<file path="src/rtl/uart_tx_scheduler_if.sv">
// FIFO read port and serializer handshake shared by the TX scheduler.
// master: the scheduler side. slave: the FIFO/serializer side.
interface uart_tx_scheduler_if #(
    parameter int DW = 8
);
    logic          i_fifo_empty;
    logic          i_fifo_valid;
    logic [DW-1:0] i_fifo_data;
    logic          i_fifo_parity_error;
    logic          o_fifo_rd_req;
    logic [DW-1:0] o_tx_data;
    logic          o_tx_valid;
    logic          i_tx_ready;

    modport master (
        input  i_fifo_empty,
        input  i_fifo_valid,
        input  i_fifo_data,
        input  i_fifo_parity_error,
        input  i_tx_ready,
        output o_fifo_rd_req,
        output o_tx_data,
        output o_tx_valid
    );

    modport slave (
        output i_fifo_empty,
        output i_fifo_valid,
        output i_fifo_data,
        output i_fifo_parity_error,
        output i_tx_ready,
        input  o_fifo_rd_req,
        input  o_tx_data,
        input  o_tx_valid
    );
endinterface

</file>
<file path="src/rtl/uart_tx_scheduler.sv">
// Drains the TX FIFO into the serializer: one read per frame, parity-bad
// words are dropped and counted, an optional idle gap follows each frame,
// and a flush discards everything still queued.
module uart_tx_scheduler #(
    parameter int DW        = 8,
    parameter int GAP_W     = 8,
    parameter int ERR_CNT_W = 8
) (
    input  logic                 i_clk,
    input  logic                 i_rst,
    input  logic                 i_enable,
    input  logic                 i_flush,
    input  logic [GAP_W-1:0]     i_gap_cycles,
    input  logic                 i_err_clr,
    uart_tx_scheduler_if.master  bus,
    output logic                 o_busy,
    output logic                 o_drop_pulse,
    output logic [ERR_CNT_W-1:0] o_err_cnt
);

    typedef enum logic [2:0] {
        ST_IDLE    = 3'd0,
        ST_FETCH   = 3'd1,
        ST_WAIT    = 3'd2,
        ST_PRESENT = 3'd3,
        ST_GAP     = 3'd4,
        ST_FLUSH   = 3'd5
    } state_e;

    localparam logic [ERR_CNT_W-1:0] ERR_MAX = {ERR_CNT_W{1'b1}};

    state_e               state_q, state_d;
    logic [GAP_W-1:0]     gap_q, gap_d;
    logic [DW-1:0]        tx_data_q, tx_data_d;
    logic                 drop_q, drop_d;
    logic [ERR_CNT_W-1:0] err_q, err_d;
    logic                 err_inc_s;

    // Next-state, datapath loads and the saturating drop counter.
    always_comb begin
        state_d   = state_q;
        gap_d     = gap_q;
        tx_data_d = tx_data_q;
        drop_d    = 1'b0;
        err_inc_s = 1'b0;
        err_d     = err_q;

        if (i_flush) begin
            // Flush overrides everything, including a drop in WAIT.
            state_d = ST_FLUSH;
        end else begin
            case (state_q)
                ST_IDLE: begin
                    if (i_enable && !bus.i_fifo_empty) begin
                        state_d = ST_FETCH;
                    end else begin
                        state_d = ST_IDLE;
                    end
                end
                ST_FETCH: begin
                    state_d = ST_WAIT;
                end
                ST_WAIT: begin
                    if (bus.i_fifo_valid && bus.i_fifo_parity_error) begin
                        err_inc_s = 1'b1;
                        drop_d    = 1'b1;
                        state_d   = ST_IDLE;
                    end else if (bus.i_fifo_valid) begin
                        tx_data_d = bus.i_fifo_data;
                        state_d   = ST_PRESENT;
                    end else begin
                        // FIFO broke its latency promise; give up on this fetch.
                        state_d = ST_IDLE;
                    end
                end
                ST_PRESENT: begin
                    if (bus.i_tx_ready && (i_gap_cycles == {GAP_W{1'b0}})) begin
                        state_d = ST_IDLE;
                    end else if (bus.i_tx_ready) begin
                        gap_d   = i_gap_cycles;
                        state_d = ST_GAP;
                    end else begin
                        state_d = ST_PRESENT;
                    end
                end
                ST_GAP: begin
                    // Leaving while the count reads 1 makes GAP last exactly N cycles.
                    if (gap_q <= GAP_W'(1)) begin
                        gap_d   = {GAP_W{1'b0}};
                        state_d = ST_IDLE;
                    end else begin
                        gap_d   = gap_q - GAP_W'(1);
                        state_d = ST_GAP;
                    end
                end
                ST_FLUSH: begin
                    if (bus.i_fifo_empty) begin
                        state_d = ST_IDLE;
                    end else begin
                        state_d = ST_FLUSH;
                    end
                end
                default: begin
                    state_d = ST_IDLE;
                end
            endcase
        end

        // A clear coinciding with a drop still records that drop.
        if (i_err_clr) begin
            err_d = err_inc_s ? ERR_CNT_W'(1) : {ERR_CNT_W{1'b0}};
        end else if (err_inc_s && (err_q != ERR_MAX)) begin
            err_d = err_q + ERR_CNT_W'(1);
        end else begin
            err_d = err_q;
        end
    end

    // State and datapath registers with synchronous reset.
    always_ff @(posedge i_clk) begin
        if (i_rst) begin
            state_q   <= ST_IDLE;
            gap_q     <= {GAP_W{1'b0}};
            tx_data_q <= {DW{1'b0}};
            drop_q    <= 1'b0;
            err_q     <= {ERR_CNT_W{1'b0}};
        end else begin
            state_q   <= state_d;
            gap_q     <= gap_d;
            tx_data_q <= tx_data_d;
            drop_q    <= drop_d;
            err_q     <= err_d;
        end
    end

    // Output decode; the read request is gated so it never fires on an empty FIFO.
    always_comb begin
        bus.o_fifo_rd_req = ((state_q == ST_FETCH) || (state_q == ST_FLUSH)) && !bus.i_fifo_empty;
        bus.o_tx_valid    = (state_q == ST_PRESENT);
        bus.o_tx_data     = tx_data_q;
        o_busy            = (state_q != ST_IDLE);
        o_drop_pulse      = drop_q;
        o_err_cnt         = err_q;
    end

endmodule

</file>
<file path="src/flat_wrapper.sv">
// flat-port wrapper written by rule: the top's interface ports become plain ports
module uart_tx_scheduler_flat 
#(
    parameter int DW        = 8,
    parameter int GAP_W     = 8,
    parameter int ERR_CNT_W = 8
)
  (i_clk, i_rst, i_enable, i_flush, i_gap_cycles, i_err_clr, o_busy, o_drop_pulse, o_err_cnt, bus_i_fifo_empty, bus_i_fifo_valid, bus_i_fifo_data, bus_i_fifo_parity_error, bus_i_tx_ready, bus_o_fifo_rd_req, bus_o_tx_data, bus_o_tx_valid);
  uart_tx_scheduler_if #(.DW(DW)) bus_i ();
  input  logic i_clk;
  input  logic i_rst;
  input  logic i_enable;
  input  logic i_flush;
  input  logic [GAP_W-1:0] i_gap_cycles;
  input  logic i_err_clr;
  output logic o_busy;
  output logic o_drop_pulse;
  output logic [ERR_CNT_W-1:0] o_err_cnt;
  input wire logic [$bits(bus_i.i_fifo_empty)-1:0] bus_i_fifo_empty;
  input wire logic [$bits(bus_i.i_fifo_valid)-1:0] bus_i_fifo_valid;
  input wire logic [$bits(bus_i.i_fifo_data)-1:0] bus_i_fifo_data;
  input wire logic [$bits(bus_i.i_fifo_parity_error)-1:0] bus_i_fifo_parity_error;
  input wire logic [$bits(bus_i.i_tx_ready)-1:0] bus_i_tx_ready;
  output wire logic [$bits(bus_i.o_fifo_rd_req)-1:0] bus_o_fifo_rd_req;
  output wire logic [$bits(bus_i.o_tx_data)-1:0] bus_o_tx_data;
  output wire logic [$bits(bus_i.o_tx_valid)-1:0] bus_o_tx_valid;
  assign bus_i.i_fifo_empty = bus_i_fifo_empty;
  assign bus_i.i_fifo_valid = bus_i_fifo_valid;
  assign bus_i.i_fifo_data = bus_i_fifo_data;
  assign bus_i.i_fifo_parity_error = bus_i_fifo_parity_error;
  assign bus_i.i_tx_ready = bus_i_tx_ready;
  assign bus_o_fifo_rd_req = bus_i.o_fifo_rd_req;
  assign bus_o_tx_data = bus_i.o_tx_data;
  assign bus_o_tx_valid = bus_i.o_tx_valid;
  uart_tx_scheduler #(.DW(DW), .GAP_W(GAP_W), .ERR_CNT_W(ERR_CNT_W)) u_core (.i_clk(i_clk), .i_rst(i_rst), .i_enable(i_enable), .i_flush(i_flush), .i_gap_cycles(i_gap_cycles), .i_err_clr(i_err_clr), .bus(bus_i), .o_busy(o_busy), .o_drop_pulse(o_drop_pulse), .o_err_cnt(o_err_cnt));
endmodule
</file>
<file path="config.mk">
export PLATFORM = sky130hd
export DESIGN_NAME = uart_tx_scheduler_flat
export DESIGN_NICKNAME = d
export VERILOG_FILES = /design/src/rtl/uart_tx_scheduler_if.sv /design/src/rtl/uart_tx_scheduler.sv /design/src/flat_wrapper.sv
export SDC_FILE = /design/constraint.sdc
export NUM_CORES = 1
export LEC_CHECK = 0
export ABC_AREA = 1
export CAP_MARGIN = 25
export CORE_ASPECT_RATIO = 0.9
export CORE_MARGIN = 2
export CORE_UTILIZATION = 30
export DETAILED_ROUTE_END_ITERATION = 12
export HOLD_SLACK_MARGIN = 0.02
export PLACE_DENSITY_LB_ADDON = 0.1
export REMOVE_ABC_BUFFERS = 1
export SLEW_MARGIN = 20
export SYNTH_ARGS = -nofsm -noshare
export SYNTH_HDL_FRONTEND = slang
export SYNTH_SLANG_ARGS = --single-unit
</file>
<file path="constraint.sdc">
create_clock -name i_clk -period 1.65 [get_ports i_clk]
set_input_delay 0.4125 -clock i_clk [delete_from_list [all_inputs] [get_ports i_clk]]
set_output_delay 0.4125 -clock i_clk [all_outputs]
set_load 0.02 [all_outputs]
</file>
After elaboration in Yosys (flattened, before gate mapping). Index checks and enable logic that the tools add are counted.

Register bits: 28. Input bits: 25. Output and inout port bits: 20. Word-level logic and storage cells: 53.

Add/subtract/negate cells: 2. $lt $le $gt $ge: 1. Eq/ne operators: 8. Muxes and demuxes: 19. Bitwise operators: 2. Reduce and logical (&&, ||, !) cells: 15.

Operator list (number): $mux W8 (5); $mux W3 (6); $pmux W3 S6 (1); $pmux W8 S2 (1); $add A8 B1 Y8 const B (1); $le A8 B1 Y1 const B (1); $logic_not A8 Y1 (1); $ne A8 B8 Y1 const B (1); $reduce_and A4 Y1 (2); $sub A8 B1 Y8 const B (1); $eq A3 B2 Y1 const B (2); $eq A3 B3 Y1 const B (2); $logic_and A1 B1 Y1 (5); $mux W1 (5); $ne A2 B2 Y1 const B (2); $reduce_bool A2 Y1 (2); $eq A3 B1 Y1 const B (1); $logic_not A3 Y1 (1); $reduce_bool A3 Y1 (1); $mux W2 (1); $not A1 Y1 (2); $reduce_or A2 Y1 (1); $logic_not A1 Y1 (1); $logic_or A1 B1 Y1 (1).

Longest topological paths before layout.
Depth after elaboration: 7. Gate-level depth with buffers: 10. Mapped depth without buffers: 9.

Worst setup path after synthesis. OpenSTA, ideal clock, no wires.

Path type: register to register. Start point: register u_core.err_q[0] (netlist: u_core.o_err_cnt[0]). End point: register u_core.err_q[1] (netlist: u_core.o_err_cnt[1]). Setup time: 0.113 ns. Arrival time: 1.492 ns. Required time: 1.537 ns. Path slack: 0.045 ns. Cell stages (with the launch flop): 9. Path buffers: 0. Clock period less this slack: 1.605 ns. Cell sequence: dfxtp_1 > ha_1 > nand2_1 > nor3_1 > nand2_1 > nand2_1 > nand2_1 > nand2_1 > nor2_1.

Longest elaborated chain between the ends: 3. Elaborated cells on any way between the ends: 6.

RTL lines: start, declared (RTL line uart_tx_scheduler.sv:36) `logic [ERR_CNT_W-1:0] err_q, err_d;`; start signal, assigned (RTL line uart_tx_scheduler.sv:126) `err_q <= {ERR_CNT_W{1'b0}};`; start signal, assigned (RTL line uart_tx_scheduler.sv:132) `err_q <= err_d;`; $add A8 B1 Y8 / $ne A8 B8 Y1 (equally long branches) (RTL line uart_tx_scheduler.sv:113, uart_tx_scheduler.sv:112); $mux W8 / $logic_and A1 B1 Y1 (equally long branches) (RTL line uart_tx_scheduler.sv:112) `end else if (err_inc_s && (err_q != ERR_MAX)) begin`; $mux W8 / $reduce_bool A2 Y1 (equally long branches).

Parallel ways exist; a longest one is shown, timed or not. The select of a mux whose other input is x is not followed. A chain may end at the register's enable or synchronous reset.

Worst setup path in the final report.
Start point: register u_core.state_q[0]. End point: output port o_busy.

Longest elaborated chain between the ends: 1.

RTL lines: start, declared (RTL line uart_tx_scheduler.sv:32) `state_e state_q, state_d;`; start signal, assigned (RTL line uart_tx_scheduler.sv:128) `state_q <= state_d;`; $reduce_bool A3 Y1 (RTL line uart_tx_scheduler.sv:141) `o_busy = (state_q != ST_IDLE);`; end, declared (RTL line flat_wrapper.sv:16) `output logic o_busy;`.

No other way between the ends.

==> results.yml <==
status:
  status: "finished, final reports clean"
placement:
  port_buffers: 44
  place_area_um2: 2360
  pre_cts_slack_ns: -0.368
  dpl.cell_count: 400
  dpl.hpwl_mm: 3.18
  gp_congestion: 0.887
die:
  die_w_um: 81.7
  die_h_um: 73.9
  placeableCoreArea_um2: 5260
  fp-row-count: 25
  die_area_um2: 6040
  boundaryPins: 45
  initial_utilization_pct: 31.0
sta:
  period_minus_slack_ns: 1.59
  rsz0062_at_grt: "yes"
  tns_ns: 0
  worst_pin_slew_ns: 0.516
  hold_violations: 0
  skew_ns: 0.00554
  fmax_mhz: 630
  fin_ws_ns: 0.0626
  max_slew_margin_pct: 65.5
  min_period_over_period_pct: 96.2
  finalSetupViolations: 0
  maxSlewViolCount: 0
pwr:
  irDropWorstVdd_v: 0.000362
  p_leak_nw: 1.26
  p_per_area_nw_per_um2: 689
  finalPower_mw: 1.69
synth:
  ys_seq_area_share_pct: 34.4
  synth.most_common_cell: "nand2_1"
  synth-edff-count: 0
  muxShareOfSynthArea_pct: 0
  syn_area_um2: 1630
  yosys.area.top_type: "dfxtp_1"
  synthAdderAreaFrac_pct: 2.30
  synthCells: 262
  synth_warnings: 0
  synth-compound-area-share_pct: 8.06
  synth_ff_type: "dfxtp_1"
  async_flop_share_pct: 0
  yosys_register_bits: 28
  synth_top_family_by_area: "simple AND/OR/NAND/NOR gates"
  netlist-cell-type-count: 26
  synth-xor-area-share_pct: 1.07
  synth.top_cell.area_share_pct: 34.4
  synth_area_leaders: "dfxtp_1 34%, nand2_1 15%, nor2_1 15%"
  synth_simple_gate_area_share_pct: 45.7
  synthTopCellsByCount: "67 x nand2_1, 63 x nor2_1, 28 x dfxtp_1, 28 x inv_1, 18 x nand3_1"
  syn_area_per_cell_um2: 6.22
worst_setup_path:
  critPathCaptureType: "output port"
  worstPathArrival_ns: 1.17
  slowest_stage: "dfxtp_2"
  crit_path_max_incr_delay_ns: 0.35
  worstSetupPathType: "reg -> out"
  start_kind: "register"
  cp_cell_sequence: "buf_4 -> nor2_4 -> nand2_1 -> clkbuf_2"
  critPathBufInv: 2
  crit_family: "flip-flops"
  path_max_fanout: 4
  crit_required_ns: 1.24
final_layout:
  layout-drive-gt1-share_pct: 18.0
  num-fill-cells: 560
  fin_cells: 405
  area_delta_synth_final_pct: 50.3
  fin_area_um2: 2450
  antenna_cells: 0
  nNetsFinal: 367
clock_tree:
  cts_buffers: 3
  cts.sinks: 28
  clk_pin_slew_ns: 0.10
  ctsHoldBuffers: 0
  cts_tree: "yes"
  cts_root_buffer: "clkbuf_8"
  clk_latency_ns: 0.28
  clockBufferDepth: 2
  ctsHtreeMaxLevel: 1
detailed_routing:
  drtPass1Iterations: 4
  drt_iter0_drc: 86
  antenna_left: 0
  post_drt_wl_per_cell_um: 10.4
  routed_wl_mm: 4.22
  num_vias: 1803
  routed_via_density: 4.45
  drcViolationCount: 0
global_routing:
  grt_start_max_net_pins: 18
  overflow: 0
  antenna_found_initial: 0
  first_global_vias: 1644
  grt_pass1_wl_mm: 7.05
  grt_usage_pct: 14.8
run:
  drv_cap: 0
worst_hold_path:
  hold_class: "reg -> reg"
[cell type report]
| type | instances | area (um2) | area share [%] |
|---|---|---|---|
| tap | 67 | 83.8 | 3.42 |
| inverter | 32 | 121 | 4.95 |
| timing repair buffer | 73 | 642 | 26.2 |
| multi-input combinational | 201 | 967 | 39.5 |
| sequential | 28 | 564 | 23.0 |
| clock buffer | 3 | 41.3 | 1.69 |
| clock inverter | 1 | 30.0 | 1.23 |
[what timing repair did]
item	4_1_cts	5_1_grt
setup buffers	0	1
pin swaps	0	3
resized for setup	20	15
gates cloned	0	1
endpoints found under the setup margin	16	17
[state kept, by name (all words and copies together) (netlist names)]
register,cells
u_core.gap_q,8
u_core.state_q,3
u_core.o_drop_pulse,1
u_core.o_err_cnt,8
u_core.bus.o_tx_data,8
[stage by stage]
step	hold slack [ns]	utilization, %
6_report	0.485	46.6
5_1_grt	0.515	46.6
4_1_cts	0.493	45.8
3_5_place_dp	0.477	44.8
3_3_place_gp	0.461	44.8
2_1_floorplan	0.464	-
[worst reg2reg max path: stages (launching register included)]
cell     delay [ns]
dfxtp_2        0.35
buf_4          0.14
nor2_4         0.18
nand2_8        0.10
nand2_2        0.08
nand2_2        0.06
nor2_4         0.18
nand2_4        0.11
buf_4          0.15
nand2_2        0.05
a21oi_2        0.05
[where the power goes]
group          switching, mW  internal [mW]  total, mW
Clock                  0.228          0.325      0.553
Combinational          0.216          0.198      0.414
Sequential            0.0215          0.699      0.721
[routing by layer]
layer	track usage (%)	wire length, um	share of wire [%]	vias up
met4	2.22	21	0.50	0
met1	20.3	2170	51	783
met5	0	0	0	-
met2	24.3	1830	43	41
li1	-	-	-	977
met3	3.52	204	4.8	2
[cell usage in the layout, fill, tap and decap left out, drive strengths merged]
cell type and count:
clkinv 1, nand4 6, nand2 73, nand3b 1, o21ai 18, clkbuf 4
a21boi 1, dfxtp 28, clkdlybuf4s50 24, a21oi 6, inv 31, dlygate4sd2 13
dlymetal6s2s 4, xor2 1, and2 1, buf 30, nor2 68, ha 3
nor3 2, nand3 20, clkdlybuf4s15 1, xnor2 1, bufinv 1
[path summary, 6_finish.rpt]
check                     startpoint                 endpoint  slack [ns]  depth (start not counted)
min          u_core.bus.o_tx_data[7]  u_core.bus.o_tx_data[7]        0.48                          2
min reg2reg  u_core.bus.o_tx_data[7]  u_core.bus.o_tx_data[7]        0.48                          2
max reg2reg        u_core.state_q[0]          u_core.gap_q[0]        0.11                         10
max                u_core.state_q[0]                   o_busy        0.06                          4
[logic make-up after synthesis]
kind of cell | count (synthesis)
xor+xnor | 2
compound gates | 25
flops | 28
buf+inv | 34
simple gates | 170
fa+ha+maj | 3
(Power assumes the default switching activity.)
